===== config.mk =====
export PLATFORM = sky130hd
export DESIGN_NAME = pattern_shift_timer
export DESIGN_NICKNAME = d
export VERILOG_FILES = /design/src/rtl/pattern_shift_timer_pkg.sv /design/src/rtl/pattern_detector.sv /design/src/rtl/pattern_shift_timer.sv
export SDC_FILE = /design/constraint.sdc
export NUM_CORES = 1
export LEC_CHECK = 0
export CORE_ASPECT_RATIO = 2
export CORE_MARGIN = 4
export CORE_UTILIZATION = 51
export CTS_CLUSTER_DIAMETER = 60
export DETAILED_ROUTE_END_ITERATION = 16
export PLACE_DENSITY_LB_ADDON = 0.25
export SYNTH_ARGS = -nofsm -noshare
export SYNTH_HDL_FRONTEND = slang
export SYNTH_SLANG_ARGS = --single-unit

===== constraint.sdc =====
create_clock -name clk -period 1.9 [get_ports clk]
set_clock_uncertainty 0.1 [all_clocks]
set_input_delay 0.38 -clock clk [delete_from_list [all_inputs] [get_ports clk]]
set_output_delay 0.38 -clock clk [all_outputs]
set_load 0.02 [all_outputs]

===== src/rtl/pattern_shift_timer_pkg.sv =====
// Shared state encodings and width helper for the serial-command-triggered timer.
package pattern_shift_timer_pkg;

  localparam logic [1:0] ST_SEARCH = 2'd0;
  localparam logic [1:0] ST_SHIFT  = 2'd1;
  localparam logic [1:0] ST_COUNT  = 2'd2;
  localparam logic [1:0] ST_DONE   = 2'd3;

  // Bits needed to hold 0..n-1, never less than one.
  function automatic int width_of(input int n);
    return (n < 2) ? 1 : $clog2(n);
  endfunction

endpackage


===== src/rtl/pattern_detector.sv =====
// Serial pattern matcher: history shift register plus a fill counter so a match
// needs at least PATTERN_LEN bits received since the last clear.
module pattern_detector
  import pattern_shift_timer_pkg::*;
#(
  parameter int                     PATTERN_LEN = 4,
  parameter logic [PATTERN_LEN-1:0] PATTERN     = 4'b1101
) (
  input  logic clk,
  input  logic reset,
  input  logic clear,
  input  logic en,
  input  logic data,
  output logic match
);

  localparam int FW = $clog2(PATTERN_LEN + 1);

  logic [PATTERN_LEN-2:0] hist_reg;
  logic [FW-1:0]          fill_reg;
  logic [PATTERN_LEN-1:0] window;

  // The current bit completes the window, so a match is seen on the edge that samples it.
  assign window = {hist_reg, data};
  assign match  = en && (window == PATTERN) && (fill_reg >= FW'(PATTERN_LEN - 1));

  always_ff @(posedge clk) begin
    if (reset || clear) begin
      hist_reg <= '0;
      fill_reg <= '0;
    end else if (en) begin
      hist_reg <= window[PATTERN_LEN-2:0];
      if (fill_reg != FW'(PATTERN_LEN))
        fill_reg <= fill_reg + FW'(1);
    end
  end

endmodule


===== src/rtl/pattern_shift_timer.sv =====
// Pattern-triggered timer: detect PATTERN, shift in a delay, count
// (delay+1)*CNT_CYCLES cycles, then hold done until ack.
module pattern_shift_timer
  import pattern_shift_timer_pkg::*;
#(
  parameter int                     PATTERN_LEN = 4,
  parameter logic [PATTERN_LEN-1:0] PATTERN     = 4'b1101,
  parameter int                     SHIFT_BITS  = 4,
  parameter int                     CNT_CYCLES  = 1000
) (
  input  logic                  clk,
  input  logic                  reset,
  input  logic                  data,
  input  logic                  ack,
  output logic                  start_shifting,
  output logic                  shift_ena,
  output logic                  counting,
  output logic                  done,
  output logic [SHIFT_BITS-1:0] count
);

  localparam int CW = width_of(CNT_CYCLES);
  localparam int SW = width_of(SHIFT_BITS);
  localparam logic [CW-1:0] CYC_RELOAD = CW'(CNT_CYCLES - 1);
  localparam logic [SW-1:0] SHIFT_LAST = SW'(SHIFT_BITS - 1);

  logic [1:0]            state_reg, state_next;
  logic [SW-1:0]         shift_cnt_reg;
  logic [SHIFT_BITS-1:0] delay_reg, delay_shifted;
  logic [CW-1:0]         cyc_reg;
  logic                  match;
  logic                  det_en, det_clear;

  assign det_en    = (state_reg == ST_SEARCH);
  assign det_clear = (state_reg == ST_DONE) && ack;

  pattern_detector #(
    .PATTERN_LEN(PATTERN_LEN),
    .PATTERN    (PATTERN)
  ) u_detector (
    .clk  (clk),
    .reset(reset),
    .clear(det_clear),
    .en   (det_en),
    .data (data),
    .match(match)
  );

  generate
    if (SHIFT_BITS == 1) begin : g_shift_one
      assign delay_shifted = data;
    end else begin : g_shift_many
      assign delay_shifted = {delay_reg[SHIFT_BITS-2:0], data};
    end
  endgenerate

  always_comb begin
    state_next = state_reg;
    case (state_reg)
      ST_SEARCH: if (match) state_next = ST_SHIFT;
      ST_SHIFT:  if (shift_cnt_reg == SHIFT_LAST) state_next = ST_COUNT;
      ST_COUNT:  if (cyc_reg == '0 && delay_reg == '0) state_next = ST_DONE;
      ST_DONE:   if (ack) state_next = ST_SEARCH;
      default:   state_next = ST_SEARCH;
    endcase
  end

  always_ff @(posedge clk) begin
    if (reset) begin
      state_reg     <= ST_SEARCH;
      shift_cnt_reg <= '0;
      delay_reg     <= '0;
      cyc_reg       <= '0;
    end else begin
      state_reg <= state_next;
      case (state_reg)
        ST_SEARCH: if (match) shift_cnt_reg <= '0;
        ST_SHIFT: begin
          delay_reg     <= delay_shifted;
          shift_cnt_reg <= shift_cnt_reg + SW'(1);
          if (shift_cnt_reg == SHIFT_LAST) cyc_reg <= CYC_RELOAD;
        end
        ST_COUNT: begin
          // Each delay unit spans CNT_CYCLES edges; delay==0 still runs one full unit.
          if (cyc_reg != '0) begin
            cyc_reg <= cyc_reg - CW'(1);
          end else if (delay_reg != '0) begin
            delay_reg <= delay_reg - SHIFT_BITS'(1);
            cyc_reg   <= CYC_RELOAD;
          end
        end
        default: ;
      endcase
    end
  end

  assign shift_ena      = (state_reg == ST_SHIFT);
  assign start_shifting = shift_ena && (shift_cnt_reg == '0);
  assign counting       = (state_reg == ST_COUNT);
  assign done           = (state_reg == ST_DONE);
  assign count          = counting ? delay_reg : '0;

endmodule

**Word-level counts from Yosys, hierarchy flattened**

Index checks and enable logic that the tools add are counted.

- Register bits after elaboration: 24
- Memory bits (writable): 0
- Memories kept: 0
- Memory bits (read-only): 0
- Bits in latches: 0

- Reductions and logical operators: 19
- Equal/unequal tests: 13
- Bitwise operators: 0
- Add/subtract/negate cells: 4
- Divide/modulo/power cells: 0
- Shifts and indexed selects: 0
- $mul: 0
- Order comparisons: 1
- Multiplexer cells: 15

Operator list:

| operator | number |
|---|---|
| 10-bit two-way mux | 3 |
| 10-bit one-hot mux with 2 select lines | 1 |
| 4-bit two-way mux | 3 |
| 10-bit logical NOT | 1 |
| 2-bit two-way mux | 5 |
| 10-bit nonzero test | 1 |
| 10-bit by 1-bit subtractor with 10-bit output, second input constant | 1 |
| 2-bit one-hot mux with 4 select lines | 1 |
| 4-bit one-hot mux with 2 select lines | 1 |
| 2-bit == test, second input constant | 3 |
| 2-bit by 1-bit != test with 1-bit output, second input constant | 3 |
| 2-bit != test, second input constant | 3 |
| 3-bit AND reduction | 2 |
| 1-bit logical AND | 5 |
| 4-bit == test, second input constant | 1 |
| 2-bit logical NOT | 2 |
| 4-bit logical NOT | 1 |
| 2-bit one-hot mux with 2 select lines | 1 |
| 2-bit AND reduction | 2 |
| 4-bit AND reduction | 1 |
| 2-bit nonzero test | 2 |
| 4-bit nonzero test | 1 |
| 4-bit by 1-bit subtractor with 4-bit output, second input constant | 1 |
| 3-bit by 1-bit adder with 3-bit output, second input constant | 1 |
| 6 further kinds | 6 |

**Longest topological paths before layout**

- Word-level depth: 5
- Gate-level depth with buffers: 7

**Hierarchy**

From an unflattened synthesis, not the netlist that was laid out.

- Cell total of the unflattened synthesis: 186
- Area, all modules: 1585.3 sq um

By module, submodules not included:

| module | seq. area each (sq um) | area each (sq um) | cells each | instances |
|---|---|---|---|---|
| pattern_shift_timer | 360.3 | 1268.7 | 153 | 1 |
| pattern_detector | 120.1 | 316.6 | 33 | 1 |

**Worst setup path after synthesis**

No wires, ideal clock.

- Path type: reg2reg
- From: register state_reg[0]
- To: register cyc_reg[9]
- Clock period less this slack: 1.971 ns
- Stages on the path, launching flop included: 7
- Slack: -0.071 ns
- Data arrival time: 1.754 ns
- Required time: 1.684 ns
- Library setup time: 0.116 ns
- Buffers on the path: 0
- Path through: dfxtp_1 > inv_1 > ha_1 > nor4bb_1 > nand4_1 > and2_1 > o211a_1

- Cells in the longest elaborated chain, start to end: 3
- Elaborated cells between the ends (all ways): 7

RTL lines:

| element | RTL line | source |
|---|---|---|
| start: declaration | pattern_shift_timer.sv:27 | `logic [1:0] state_reg, state_next;` |
| start signal: assignment | pattern_shift_timer.sv:75 | `state_reg <= state_next;` |
| 2-bit == test * | n/a |  |
| via counting | pattern_shift_timer.sv:17 | `output logic counting,` |
| 3-bit by 1-bit != test with 1-bit output (no source line) or 2-bit nonzero test (tied branches) | n/a |  |
| 3-bit AND reduction (no source line) | n/a |  |
| end signal: assignment | pattern_shift_timer.sv:86 | `cyc_reg <= cyc_reg - CW'(1);` |
| end: declaration | pattern_shift_timer.sv:30 | `logic [CW-1:0] cyc_reg;` |

The timed path passes the listed nets; every way through them passes the cells marked *.
A chain may end at the register's enable or synchronous reset.

**Final worst setup path**

- From: register cyc_reg[1]
- To: register delay_reg[1]

- Cells in the longest elaborated chain, start to end: 3

RTL lines:

| element | RTL line | source |
|---|---|---|
| 10-bit nonzero test | pattern_shift_timer.sv:85 | `if (cyc_reg != '0) begin` |
| 2-bit != test (no source line) | n/a |  |
| 3-bit AND reduction (no source line) | n/a |  |
| end signal: assignment | pattern_shift_timer.sv:79 | `delay_reg <= delay_shifted;` |
| end signal: assignment | pattern_shift_timer.sv:88 | `delay_reg <= delay_reg - SHIFT_BITS'(1);` |
| end: declaration | pattern_shift_timer.sv:29 | `logic [SHIFT_BITS-1:0] delay_reg, delay_shifted;` |

No other way between the ends.

==> metrics.txt <==
# TYPE chip_impl_metric gauge
chip_impl_info{name="run_status",value="finished clean"} 1
chip_impl_metric{name="fp.dieH",unit="µm"} 84.7
chip_impl_info{name="post-synth-top-count-cell",value="sky130_fd_sc_hd__dfxtp_1"} 1
chip_impl_metric{name="drt-wirelength-per-cell",unit="µm"} 16.3
chip_impl_metric{name="clk_latency",unit="ps"} 270
chip_impl_metric{name="netlist_area_pre_place",unit="mm²"} 0.00150
chip_impl_metric{name="grt_pass1_vias",unit=""} 1498
chip_impl_metric{name="synth_async_sr_flop_share",unit="%"} 0
chip_impl_metric{name="synth_compound_area_share",unit="%"} 24.8
chip_impl_metric{name="route.final.wire_length",unit="µm"} 4010
chip_impl_metric{name="worst-path-buf-inv",unit=""} 1
chip_impl_metric{name="antenna_found_initial",unit=""} 0
chip_impl_metric{name="initial_core_util",unit="%"} 53.5
chip_impl_metric{name="drtIter0Drc",unit=""} 40
chip_impl_metric{name="worst_ir_drop_on_vdd",unit="mV"} 0.828
chip_impl_metric{name="numCtsBuffers",unit=""} 3
chip_impl_info{name="synth_area_leader_cell",value="sky130_fd_sc_hd__dfxtp_1"} 1
chip_impl_info{name="main_combinational_cell_family_by_area_after_synthesis",value="compound AO/OA/AOI/OAI gates"} 1
chip_impl_metric{name="setup_slack_placement",unit="ps"} -40.4
chip_impl_metric{name="timing.final.setup_violations",unit=""} 0
chip_impl_metric{name="power.density",unit="mW/mm²"} 935
chip_impl_metric{name="io_buffers",unit=""} 11
chip_impl_metric{name="place.detailed.instances",unit=""} 236
chip_impl_metric{name="tightest_hold_margin",unit="ps"} 384
chip_impl_metric{name="core_area",unit="mm²"} 0.00280
chip_impl_metric{name="yosys.area_share.adder",unit="%"} 10.0
chip_impl_metric{name="routed_vias",unit=""} 1486
chip_impl_metric{name="route.detailed.vias_per_inst",unit=""} 6.07
chip_impl_metric{name="timing.final.max_slew_violations",unit=""} 0
chip_impl_metric{name="antenna_cells_inserted",unit=""} 0
chip_impl_metric{name="final_critical_path_setup_slack",unit="ps"} 54.2
chip_impl_metric{name="synth.top_cell.area_share",unit="%"} 32.0
chip_impl_metric{name="dp_hpwl",unit="µm"} 3000
chip_impl_metric{name="timing.fmax",unit="MHz"} 542
chip_impl_info{name="crit_path_end_kind",value="register"} 1
chip_impl_metric{name="fraction_of_final_layout_cells_sized_beyond_drive_strength_1",unit="%"} 31.0
chip_impl_metric{name="boundaryPins",unit=""} 12
chip_impl_metric{name="grt_max_degree",unit=""} 16
chip_impl_metric{name="period_share",unit="%"} 97.1
chip_impl_metric{name="fin_area",unit="mm²"} 0.00200
chip_impl_metric{name="final.min_clock_period",unit="ps"} 1850
chip_impl_metric{name="die-width",unit="µm"} 46.4
chip_impl_metric{name="final-hold-violation-count",unit=""} 0
chip_impl_metric{name="worst-path-max-fanout",unit=""} 5
chip_impl_metric{name="wirelength_met1",unit="µm"} 1480
chip_impl_metric{name="post-route-drc-count",unit=""} 0
chip_impl_info{name="hold_class",value="register to register"} 1
chip_impl_metric{name="cp_data_required_time",unit="ps"} 1990
chip_impl_metric{name="htree_levels",unit=""} 1
chip_impl_metric{name="dr_wl_met2",unit="µm"} 2360
chip_impl_metric{name="mappedNetlistNets",unit=""} 195
chip_impl_metric{name="timing.max_cap.violations",unit=""} 0
chip_impl_metric{name="measured_slew_at_the_worst_slew_check_pin",unit="ps"} 361
chip_impl_metric{name="drt_pass1_iterations",unit=""} 4
chip_impl_metric{name="num_rows",unit=""} 27
chip_impl_metric{name="grt.overflow.total",unit=""} 0
chip_impl_metric{name="finalPower",unit="mW"} 1.87
chip_impl_info{name="timing_worst_setup_path_type",value="register to register"} 1
chip_impl_metric{name="avgSynthCellArea",unit="µm²"} 8.38
chip_impl_metric{name="clock_sinks",unit=""} 24
chip_impl_metric{name="portion_of_the_post_synthesis_area_used_by_sequential_elements",unit="%"} 32.0
chip_impl_metric{name="layout-area-overhead-vs-synth",unit="%"} 33.4
chip_impl_info{name="yosys_most_used_dff",value="sky130_fd_sc_hd__dfxtp_1"} 1
chip_impl_info{name="path_delay_family",value="simple AND/OR/NAND/NOR gates"} 1
chip_impl_metric{name="cts_buffer_depth",unit=""} 2
chip_impl_info{name="critPathLaunchType",value="register"} 1
chip_impl_info{name="synth_top_cells_by_count",value="24 x sky130_fd_sc_hd__dfxtp_1, 22 x sky130_fd_sc_hd__nor2_1, 18 x sky130_fd_sc_hd__inv_1"} 1
chip_impl_metric{name="synthMuxAreaShare",unit="%"} 2.00
chip_impl_metric{name="largest_reg_flops",unit=""} 10
chip_impl_metric{name="synth-edff-count",unit=""} 0
chip_impl_metric{name="design.final.nets",unit=""} 233
chip_impl_metric{name="fin_tns_setup",unit="ps"} 0
chip_impl_metric{name="synthXorXnorAreaFrac",unit="%"} 0.584
chip_impl_info{name="clockRootBuffer",value="sky130_fd_sc_hd__clkbuf_8"} 1
chip_impl_metric{name="grt_util_all_layers",unit="%"} 21.2
chip_impl_metric{name="ys_seq_elements",unit=""} 24
chip_impl_metric{name="grt_first_pass_wirelength",unit="µm"} 6350
chip_impl_metric{name="final_core_util",unit="%"} 71.4
chip_impl_info{name="topRoutingLayerUsed",value="met4"} 1
chip_impl_metric{name="yosys.cell_types.count",unit=""} 51
chip_impl_info{name="worst_path_cell_with_the_longest_stage_delay",value="sky130_fd_sc_hd__or4_4"} 1
chip_impl_metric{name="slew_headroom",unit="%"} 75.8
chip_impl_metric{name="clk_transition_reported_paths",unit="ps"} 90
chip_impl_info{name="critical_path.cell_chain",value="inv_2, ha_4, nor4b_4, a31oi_2, or4_4, o31ai_2"} 1
chip_impl_metric{name="number_of_synthesis_warnings",unit=""} 0
chip_impl_metric{name="final_antenna_net_count",unit=""} 0
chip_impl_metric{name="synthCells",unit=""} 179
chip_impl_metric{name="timing.critical_path.arrival",unit="ps"} 1930
chip_impl_metric{name="wl_met3",unit="µm"} 81
chip_impl_metric{name="synth-simple-area-share",unit="%"} 24.7
chip_impl_metric{name="final_cells",unit=""} 245
chip_impl_metric{name="die-area",unit="mm²"} 0.00393
chip_impl_metric{name="place.gp.congestion",unit=""} 0.802
chip_impl_info{name="cts_tree",value="done"} 1
chip_impl_info{name="synth.area.top_cells",value="sky130_fd_sc_hd__dfxtp_1 32%, sky130_fd_sc_hd__ha_1 10%, sky130_fd_sc_hd__nor2_1 5.5%, sky130_fd_sc_hd__inv_1 4.5%, sky130_fd_sc_hd__a31oi_1 3.3%"} 1
chip_impl_metric{name="detailed_place.area",unit="mm²"} 0.00179
chip_impl_metric{name="total_leakage_power",unit="nW"} 0.826
chip_impl_metric{name="crit_path_max_incr_delay",unit="ps"} 560
## routing by layer
metal	vias up	global-route usage (%)
li1	735	-
met1	711	20.8
met2	29	40.8
met3	11	1.93
met4	0	8.03
met5	-	0
## cells by family after synthesis
| logic type | after synthesis |
|---|---|
| AOI/OAI and AO/OA | 52 |
| buffers and inverters | 23 |
| xor gates and xnor gates | 1 |
| and+or+nand+nor | 64 |
| adders and majority gates | 12 |
| muxes | 3 |
| DFF | 24 |
## worst paths after layout
path	to	slack [ps]	from	depth (start not counted)
worst max-delay path	delay_reg[1]$_SDFFE_PP0P_	50	cyc_reg[1]$_SDFFE_PP0P_	6
worst min-delay path	cyc_reg[7]$_SDFFE_PP0P_	380	cyc_reg[7]$_SDFFE_PP0P_	2
worst max register to register	delay_reg[1]$_SDFFE_PP0P_	50	cyc_reg[1]$_SDFFE_PP0P_	6
worst min register to register	cyc_reg[7]$_SDFFE_PP0P_	380	cyc_reg[7]$_SDFFE_PP0P_	2
## report_power, final
part,internal [mW],switching (mW)
Clock,0.185,0.172
Sequential,0.582,0.0796
Combinational,0.414,0.439
## cells in the final DEF (no fill, tap or decap), types with 2 or more instances in the layout
cell | netlist | routed
sky130_fd_sc_hd__nand4_1 | 3 | 3
sky130_fd_sc_hd__ha_2 | 0 | 2
sky130_fd_sc_hd__a311oi_1 | 3 | 3
sky130_fd_sc_hd__o21ai_0 | 8 | 8
sky130_fd_sc_hd__o32ai_1 | 2 | 2
sky130_fd_sc_hd__o21ai_1 | 4 | 3
sky130_fd_sc_hd__a211oi_1 | 3 | 2
sky130_fd_sc_hd__clkbuf_8 | 0 | 4
sky130_fd_sc_hd__and2_1 | 3 | 3
sky130_fd_sc_hd__nor2b_1 | 5 | 4
sky130_fd_sc_hd__dfxtp_1 | 24 | 20
sky130_fd_sc_hd__inv_2 | 0 | 3
sky130_fd_sc_hd__clkdlybuf4s50_1 | 0 | 3
sky130_fd_sc_hd__o211ai_1 | 2 | 2
sky130_fd_sc_hd__nand2b_1 | 3 | 3
sky130_fd_sc_hd__nor4_1 | 2 | 2
sky130_fd_sc_hd__buf_4 | 0 | 26
sky130_fd_sc_hd__dfxtp_2 | 0 | 4
sky130_fd_sc_hd__nand3_1 | 2 | 2
sky130_fd_sc_hd__ha_1 | 12 | 7
sky130_fd_sc_hd__or4_4 | 1 | 2
sky130_fd_sc_hd__nor3_1 | 3 | 3
sky130_fd_sc_hd__or3_1 | 2 | 2
sky130_fd_sc_hd__ha_4 | 0 | 3
sky130_fd_sc_hd__a31oi_2 | 0 | 2
sky130_fd_sc_hd__nand3b_1 | 2 | 2
sky130_fd_sc_hd__dlygate4sd2_1 | 0 | 4
sky130_fd_sc_hd__inv_1 | 18 | 15
sky130_fd_sc_hd__clkbuf_2 | 0 | 2
sky130_fd_sc_hd__nor2_1 | 22 | 22
sky130_fd_sc_hd__nand2_1 | 5 | 4
sky130_fd_sc_hd__mux2i_1 | 3 | 3
sky130_fd_sc_hd__a21oi_1 | 6 | 6
sky130_fd_sc_hd__a31oi_1 | 8 | 6
## worst min-delay path, cell delays in order (launching register included)
cell,delay (ps)
sky130_fd_sc_hd__dfxtp_1,340
sky130_fd_sc_hd__inv_1,60
sky130_fd_sc_hd__a21oi_1,50
## cell type report
type / instances / area, µm²
Multi-Input combinational cell: 132 / 1060
Timing Repair Buffer: 38 / 298
Fill cell: 227 / 802
Inverter: 18 / 67.6
Clock buffer: 4 / 55.1
Tap cell: 29 / 36.3
Sequential cell: 24 / 485
## what timing repair did
action | in CTS | in global routing
hold buffers | 0 | 0
pin swaps | 2 | 8
resized for setup | 18 | 31
setup buffers | 2 | 3
endpoints found under the setup margin | 11 | 20
No activity file was read; power rests on OpenSTA's default activity.
